<file path="src/rtl/control_cafetera.sv">
// Purpose: sequencing FSM for a coffee machine (heat, brew, optional milk) with a sensor fault path and a saturating drink counter.
// Latency: state changes one clk_100MHz edge after the deciding inputs; actuators, ready, fault and value decode the state with no added delay.
// Backpressure: none; every input is sampled every cycle and the downstream timer is restarted by a one-cycle start_timer pulse.
module control_cafetera (
  input  logic       clk_100MHz,
  input  logic       rst_n,
  input  logic       btn_start,
  input  logic       btn_cancel,
  input  logic [1:0] coffee_sel,
  input  logic       cup_present,
  input  logic       water_ok,
  input  logic       texpired,
  output logic       start_timer,
  output logic       value,
  output logic       heater_on,
  output logic       pump_on,
  output logic       milk_on,
  output logic       ready,
  output logic       fault,
  output logic [2:0] state,
  output logic [7:0] cups_served
);

  localparam logic [2:0] ST_IDLE  = 3'd0;
  localparam logic [2:0] ST_HEAT  = 3'd1;
  localparam logic [2:0] ST_BREW  = 3'd2;
  localparam logic [2:0] ST_MILK  = 3'd3;
  localparam logic [2:0] ST_DONE  = 3'd4;
  localparam logic [2:0] ST_FAULT = 3'd5;

  localparam logic [1:0] SEL_ESPRESSO  = 2'b00;
  localparam logic [1:0] SEL_AMERICANO = 2'b01;
  localparam logic [1:0] SEL_LATTE     = 2'b10;
  localparam logic [1:0] SEL_INVALID   = 2'b11;

  logic [2:0] r_state;
  logic [2:0] w_next_state;
  logic       r_btn_prev;     // previous-cycle btn_start, for edge detection
  logic [1:0] r_sel;          // drink latched when the order is accepted
  logic       r_start;        // high during the first cycle of a timed state
  logic [7:0] r_cups;

  logic       w_start_edge;
  logic       w_order_ok;
  logic       w_sensor_fault;
  logic       w_expired;
  logic       w_is_timed;
  logic       w_next_timed;
  logic       w_enter_done;

  // Order acceptance and abort qualifiers.
  always_comb begin
    w_start_edge   = btn_start & ~r_btn_prev;
    w_order_ok     = w_start_edge & cup_present & water_ok & (coffee_sel != SEL_INVALID);
    w_sensor_fault = btn_cancel | ~water_ok | ~cup_present;
    // The timer has just been restarted in the first cycle, so its expiry flag is stale there.
    w_expired      = texpired & ~r_start;
  end

  // Next-state decision; faults win over timer expiry in timed states.
  always_comb begin
    w_next_state = r_state;
    case (r_state)
      ST_IDLE: begin
        if (w_order_ok) w_next_state = ST_HEAT;
      end
      ST_HEAT: begin
        if (w_sensor_fault) w_next_state = ST_FAULT;
        else if (w_expired) w_next_state = ST_BREW;
      end
      ST_BREW: begin
        if (w_sensor_fault) w_next_state = ST_FAULT;
        else if (w_expired) w_next_state = (r_sel == SEL_LATTE) ? ST_MILK : ST_DONE;
      end
      ST_MILK: begin
        if (w_sensor_fault) w_next_state = ST_FAULT;
        else if (w_expired) w_next_state = ST_DONE;
      end
      ST_DONE: begin
        if (!cup_present) w_next_state = ST_IDLE;
      end
      ST_FAULT: begin
        if (btn_cancel && water_ok && cup_present) w_next_state = ST_IDLE;
      end
      default: w_next_state = ST_IDLE;   // unused codes 6 and 7 recover to IDLE
    endcase
  end

  // Classify current and next state for timer restart and counter update.
  always_comb begin
    w_is_timed   = (r_state == ST_HEAT) || (r_state == ST_BREW) || (r_state == ST_MILK);
    w_next_timed = (w_next_state == ST_HEAT) || (w_next_state == ST_BREW) ||
                   (w_next_state == ST_MILK);
    w_enter_done = (w_next_state == ST_DONE) && (r_state != ST_DONE);
  end

  // State register.
  always_ff @(posedge clk_100MHz or negedge rst_n) begin
    if (!rst_n) r_state <= ST_IDLE;
    else        r_state <= w_next_state;
  end

  // Timer restart flag: set on every entry into a timed state, including timed->timed.
  always_ff @(posedge clk_100MHz or negedge rst_n) begin
    if (!rst_n) r_start <= 1'b0;
    else        r_start <= w_next_timed && (w_next_state != r_state);
  end

  // Button history resets high so a button held through reset is not seen as a press.
  always_ff @(posedge clk_100MHz or negedge rst_n) begin
    if (!rst_n) r_btn_prev <= 1'b1;
    else        r_btn_prev <= btn_start;
  end

  // Drink selection is captured only when an order is accepted.
  always_ff @(posedge clk_100MHz or negedge rst_n) begin
    if (!rst_n)                                               r_sel <= SEL_ESPRESSO;
    else if (r_state == ST_IDLE && w_next_state == ST_HEAT) r_sel <= coffee_sel;
  end

  // Completed-drink counter, saturating at 255.
  always_ff @(posedge clk_100MHz or negedge rst_n) begin
    if (!rst_n)                             r_cups <= 8'd0;
    else if (w_enter_done && r_cups != 8'hFF) r_cups <= r_cups + 8'd1;
  end

  // Output decode straight from the state so reset clears actuators immediately.
  always_comb begin
    heater_on   = 1'b0;
    pump_on     = 1'b0;
    milk_on     = 1'b0;
    value       = 1'b0;
    start_timer = r_start & w_is_timed;
    ready       = (r_state == ST_IDLE);
    fault       = (r_state == ST_FAULT);
    state       = r_state;
    cups_served = r_cups;
    case (r_state)
      ST_HEAT: begin
        heater_on = 1'b1;
        value     = 1'b1;
      end
      ST_BREW: begin
        heater_on = 1'b1;
        pump_on   = 1'b1;
        value     = (r_sel == SEL_AMERICANO);
      end
      ST_MILK: begin
        milk_on   = 1'b1;
      end
      default: begin
        value     = 1'b0;
      end
    endcase
  end

endmodule
</file>
<file path="config.mk">
export PLATFORM = sky130hd
export DESIGN_NAME = control_cafetera
export DESIGN_NICKNAME = d
export VERILOG_FILES = /design/src/rtl/control_cafetera.sv
export SDC_FILE = /design/constraint.sdc
export NUM_CORES = 1
export LEC_CHECK = 0
export CAP_MARGIN = 25
export CORE_MARGIN = 2
export CORE_UTILIZATION = 45
export CTS_BUF_LIST = sky130_fd_sc_hd__clkbuf_2
export DETAILED_ROUTE_END_ITERATION = 8
export PLACE_DENSITY = 0.85
export SYNTH_ARGS = -nofsm -noshare
export SYNTH_HDL_FRONTEND = slang
export SYNTH_SLANG_ARGS = --single-unit
</file>
<file path="constraint.sdc">
create_clock -name clk_100MHz -period 2.1 [get_ports clk_100MHz]
set_clock_uncertainty 0.15 [all_clocks]
set_input_delay 0.42 -clock clk_100MHz [delete_from_list [all_inputs] [get_ports clk_100MHz]]
set_output_delay 0.42 -clock clk_100MHz [all_outputs]
set_load 0.005 [all_outputs]
</file>
Word level (Yosys, flattened, before mapping)

Index checks and enable logic that the tools add are counted.

Register bits: 15
Bits of input ports: 9
Output and inout port bits: 18

$add $sub $neg: 1
Equality and inequality tests: 15
Muxes and demuxes: 15
Bitwise logic cells: 12
Reductions and logical operators: 12

Operator list:

| operator                                                              | count |
|---|---|
| 3-bit two-way mux                                                     | 10 |
| 3-bit case mux with 6 select lines                                    | 1 |
| 3-bit by 2-bit equality test with 1-bit output, second input constant | 4 |
| 3-bit equality test, second input constant                            | 3 |
| 8-bit by 1-bit adder with 8-bit output, second input constant         | 1 |
| 8-bit inequality test, second input constant                          | 1 |
| 1-bit bitwise AND                                                     | 6 |
| 3-bit by 1-bit equality test with 1-bit output, second input constant | 2 |
| 1-bit logical AND                                                     | 6 |
| 1-bit logical OR                                                      | 4 |
| 1-bit inverter                                                        | 4 |
| 3-bit logical NOT                                                     | 1 |
| 1-bit two-way mux                                                     | 3 |
| 3-bit inequality test                                                 | 1 |
| 3-bit inequality test, second input constant                          | 1 |
| 2-bit by 1-bit equality test with 1-bit output, second input constant | 1 |
| 2-bit equality test, second input constant                            | 1 |
| 2-bit inequality test, second input constant                          | 1 |
| 1-bit bitwise OR                                                      | 2 |
| 1-bit case mux with 2 select lines                                    | 1 |
| 2-bit OR reduction                                                    | 1 |

Longest topological paths before layout

Word-level depth: 11
Mapped depth: 6
Mapped depth without buffers: 6

Least setup slack after synthesis

OpenSTA, ideal clock, no wires.

Path type: register to register
Start point: register r_state[0] (netlist: state[0])
End point: register r_cups[1] (netlist: cups_served[1])
Setup time: 125 ps
Data arrival time: 1660 ps
Required time: 1825 ps
Path slack: 165 ps
Stages on the path, launching flop included: 7
Period minus slack after synthesis: 1935 ps
Cell sequence: dfrtp_1 > buf_6 > nor2b_1 > a32oi_2 > o211ai_4 > nor3b_2 > mux2_4

Cells in the longest elaborated chain, start to end: 6
Elaborated cells between the ends (all ways): 20
Classes of those cells: eq/ne: 7; mux: 10; reduce/logical: 3

RTL lines:

| what                                        | line       | RTL |
|---|---|---|
| start: declaration                          | 36         | `logic [2:0] r_state;` |
| start signal: assignment                    | 100        | `else r_state <= w_next_state;` |
| 3-bit two-way mux, on equally long branches | 77, 69, 73 |  |
| 3-bit two-way mux, on equally long branches | 76, 68, 72 |  |
| 3-bit case mux with 6 select lines          | 63         | `case (r_state)` |
| 3-bit equality test                         | 94         | `w_enter_done = (w_next_state == ST_DONE) && (r_state != ST_DONE);` |
| 1-bit logical AND (*)                       | 94         |  |
| 1-bit logical AND (*)                       | 124        | `else if (w_enter_done && r_cups != 8'hFF) r_cups <= r_cups + 8'd1;` |
| end signal: assignment                      | 124        |  |
| end: declaration                            | 41         | `logic [7:0] r_cups;` |

Every way passes the cells marked *; elsewhere a longest branch is shown, timed or not.
A chain may end at the register's enable or synchronous reset.

Worst setup path after layout

Start point: register r_state[0] (netlist: state[0])
End point: register r_cups[7] (netlist: cups_served[7])

The elaborated chain is that of the path after synthesis.

==> flow_summary.json <==
{
  "synth_sequential_area_ratio": 0.380,
  "routed_wl_mm": 2.51,
  "combinationalPowerShare": 0.673,
  "synth_edf_count": 0,
  "dp.cells": 157,
  "max-cap-violations": 0,
  "via_count": 939,
  "critPathSlowestCell": "sky130_fd_sc_hd__dfrtp_2",
  "globalRoute.totalOverflow": 0,
  "reg2reg_depth": 6,
  "path_cells": "buf_6, nor3b_4, o32ai_4, o211ai_4, nor3_2, mux2_4",
  "worst_r2r_endpoint": "cups_served[7]",
  "switchingPower_mw": 0.733,
  "routed_length_per_placed_instance_um": 14.7,
  "first_global_vias": 946,
  "post_synthesis_cell_type_with_the_largest_combined_area": "sky130_fd_sc_hd__dfrtp_1",
  "cts-buffers-inserted": 3,
  "worst_hold_path_type": "primary input to async pin",
  "cp-end-kind": "register",
  "cts_tree": "done",
  "max_freq_ghz": 0.489,
  "synth_nets": 101,
  "synth.most_common_cell": "sky130_fd_sc_hd__dfrtp_1",
  "viasPerCell": 5.49,
  "startpoint_type": "register",
  "syn_inst": 91,
  "power.share.sequential": 0.255,
  "timing.rr.start": "state[0]",
  "numnets_final": 155,
  "ys.flop_type": "sky130_fd_sc_hd__dfrtp_1",
  "die_height_um": 50.9,
  "port_buffers": 26,
  "cts.path.max_buffers": 2,
  "synth-seq-cells": 15,
  "global_route.usage.met2": 0.364,
  "synth.lib_cells_used.distinct": 44,
  "pint_mw": 1.19,
  "ys_async_sr_fraction": 1.00,
  "grt_pass1_wl_mm": 4.21,
  "critical-path-max-stage-delay_ps": 480,
  "power-per-cell-area_mw_per_mm2": 1230,
  "cts-root-buf": "sky130_fd_sc_hd__clkbuf_2",
  "detailedPlacementHpwl_mm": 1.74,
  "yosysWarnings": 0,
  "swShare": 0.382,
  "gr-usage-all-layers": 0.211,
  "outcome": "finished clean",
  "power_after_layout_mw": 1.92,
  "max-slew-margin-rel": 0.726,
  "worst-path-max-fanout": 6,
  "cp_data_arrival_time_ps": 2070,
  "yosys.area.top_type_share": 0.354,
  "grt_setup_unrepaired": "yes",
  "crit_path_class": "register to register",
  "place_congestion": 0.877,
  "floorplan.initialDensity": 0.490,
  "period_share": 0.973,
  "grt.busiest_layer": "met2",
  "syn_area_per_cell_um2": 10.9,
  "synth_area_um2": 991,
  "power_leakage_nw": 0.683,
  "reg2reg_setup_slack_ps": 60,
  "n_antenna_cell": 0,
  "p_clk_frac": 0.072,
  "total_die_area_mm2": 0.00259,
  "clkTransAtPathRegs_ps": 140,
  "final_max_slew_viol_count": 0,
  "drc": 0,
  "worstMarginPinSlew_ps": 411,
  "top_level_ports": 27,
  "htree_levels": 1,
  "post-route-min-period_ps": 2040,
  "worst-endpoint-required_ps": 2120,
  "area_growth_syn_to_layout_pct": 57.1,
  "final_antenna_net_count": 0,
  "floorplan.die.width_um": 50.9,
  "vdd_ir_drop_max_mv": 0.963,
  "core.rowCount": 16,
  "drt_first_iter_violations": 11,
  "hold_violation_count_in_the_final_report": 0,
  "numClockSinks": 15,
  "met1_usage": 0.261,
  "drt_pass1_iterations": 4,
  "instances_no_fill": 171,
  "crit_family": "flip-flops",
  "clk-insertion-delay-late_ps": 270,
  "grt_util_met3": 0.0263,
  "initial_antenna_violation_count": 0,
  "grt_max_degree": 10,
  "critPathBufInv": 1,
  "finish.utilization": 0.770,
  "ratio_of_cells_with_drive_above_1_in_the_final_layout": 0.410,
  "final-setup-viol-count": 0,
  "post_synth_most_frequent_cells": "14 x sky130_fd_sc_hd__dfrtp_1, 6 x sky130_fd_sc_hd__nor2_1, 6 x sky130_fd_sc_hd__nor3_1, 5 x sky130_fd_sc_hd__nand2_1, 5 x sky130_fd_sc_hd__xor2_1",
  "fp.coreArea_mm2": 0.00202,
  "synth_area_leaders": "sky130_fd_sc_hd__dfrtp_1 35%, sky130_fd_sc_hd__xor2_1 4.4%, sky130_fd_sc_hd__nor3_1 3.0%"
}
power groups by stage:
stage               registers (mW)  logic, mW  clock network, mW
floorplan                    0.473      0.567                  0
global placement             0.496      0.994                  0
detailed placement           0.500       1.02                  0
CTS                          0.485       1.21              0.148
global route                 0.508       1.38              0.164
finish                       0.489       1.29              0.138
routing by layer:
layer  up-vias  share of wire
met2        33           0.52
met5         -              0
met1       453           0.42
li1        445              -
met4         0          0.024
met3         8          0.043
registers in the layout, indices dropped and copies added (netlist names):
register / cells
r_sel: 2
state: 3
r_start: 1
r_btn_prev: 1
cups_served: 8
kinds of logic (layout without fill, tap and decap cells):
kind of cell             count (synthesis)  count (layout)  synth area share
buffers and inverters                    4              57            0.0278
AO/OA/AOI/OAI                           11              11             0.120
adder cells (fa/ha/maj)                  1               1            0.0126
XOR/XNOR                                 7               7            0.0619
flip-flops                              15              15             0.380
AND/OR/NAND/NOR                         48              48             0.337
multiplexers                             5               5            0.0606
layout make-up:
type	instances	area, um2
multi-input combinational	72	667
clock buffer	4	20.0
fill	149	465
timing repair buffer	52	453
inverter	1	3.75
tap	27	33.8
sequential	15	379
cell usage in the layout, fill, tap and decap left out, types with 2 or more instances in the layout:
cell type	instances
sky130_fd_sc_hd__nor3b_1	2
sky130_fd_sc_hd__dlygate4sd2_1	6
sky130_fd_sc_hd__mux2_2	2
sky130_fd_sc_hd__mux2_4	2
sky130_fd_sc_hd__clkdlybuf4s15_1	2
sky130_fd_sc_hd__nand2b_1	2
sky130_fd_sc_hd__nor3_1	3
sky130_fd_sc_hd__dfrtp_2	2
sky130_fd_sc_hd__clkbuf_2	6
sky130_fd_sc_hd__dfrtp_1	12
sky130_fd_sc_hd__nand3b_1	2
sky130_fd_sc_hd__nor4bb_2	2
sky130_fd_sc_hd__and3_1	3
sky130_fd_sc_hd__and2_1	3
sky130_fd_sc_hd__nor2_1	5
sky130_fd_sc_hd__nor3_2	4
sky130_fd_sc_hd__clkdlybuf4s50_1	16
sky130_fd_sc_hd__buf_6	4
sky130_fd_sc_hd__nand2_1	5
sky130_fd_sc_hd__nor3b_4	2
sky130_fd_sc_hd__xor2_1	5
sky130_fd_sc_hd__o21ai_0	2
sky130_fd_sc_hd__buf_4	22
sky130_fd_sc_hd__nand3_1	4
stage by stage:
stage	TNS (ps)	setup WS (ps)	hold WS, ps	cell area (um2)
floorplan	0	165	-25.6	991
global placement	-2230	-372	342	1380
detailed placement	-2990	-454	350	1380
CTS	-1.70	-1.70	259	1510
global route	-74.3	-20.6	263	1560
finish	0	56.6	267	1560
worst max path at each step:
| stage | startpoint | to | slack, ps | depth (start not counted) |
|---|---|---|---|---|
| 6_report | state[0] | cups_served[7] | 60 | 6 |
| 5_1_grt | state[0] | value | -20 | 5 |
| 4_1_cts | state[0] | cups_served[6] | -2 | 7 |
| 2_1_floorplan | state[0] | cups_served[1] | 160 | 6 |
| 3_3_place_gp | btn_cancel | cups_served[1] | -370 | 6 |
| 3_5_place_dp | cup_present | cups_served[1] | -450 | 6 |
what timing repair did:
| action | in CTS | in global routing |
|---|---|---|
| pin swaps | 7 | 6 |
| endpoints found under the setup margin | 12 | 11 |
| setup buffers | 9 | 3 |
| resized for setup | 25 | 13 |
| hold buffers | 0 | 0 |
Note: power is estimated with default switching activity, not from simulation.
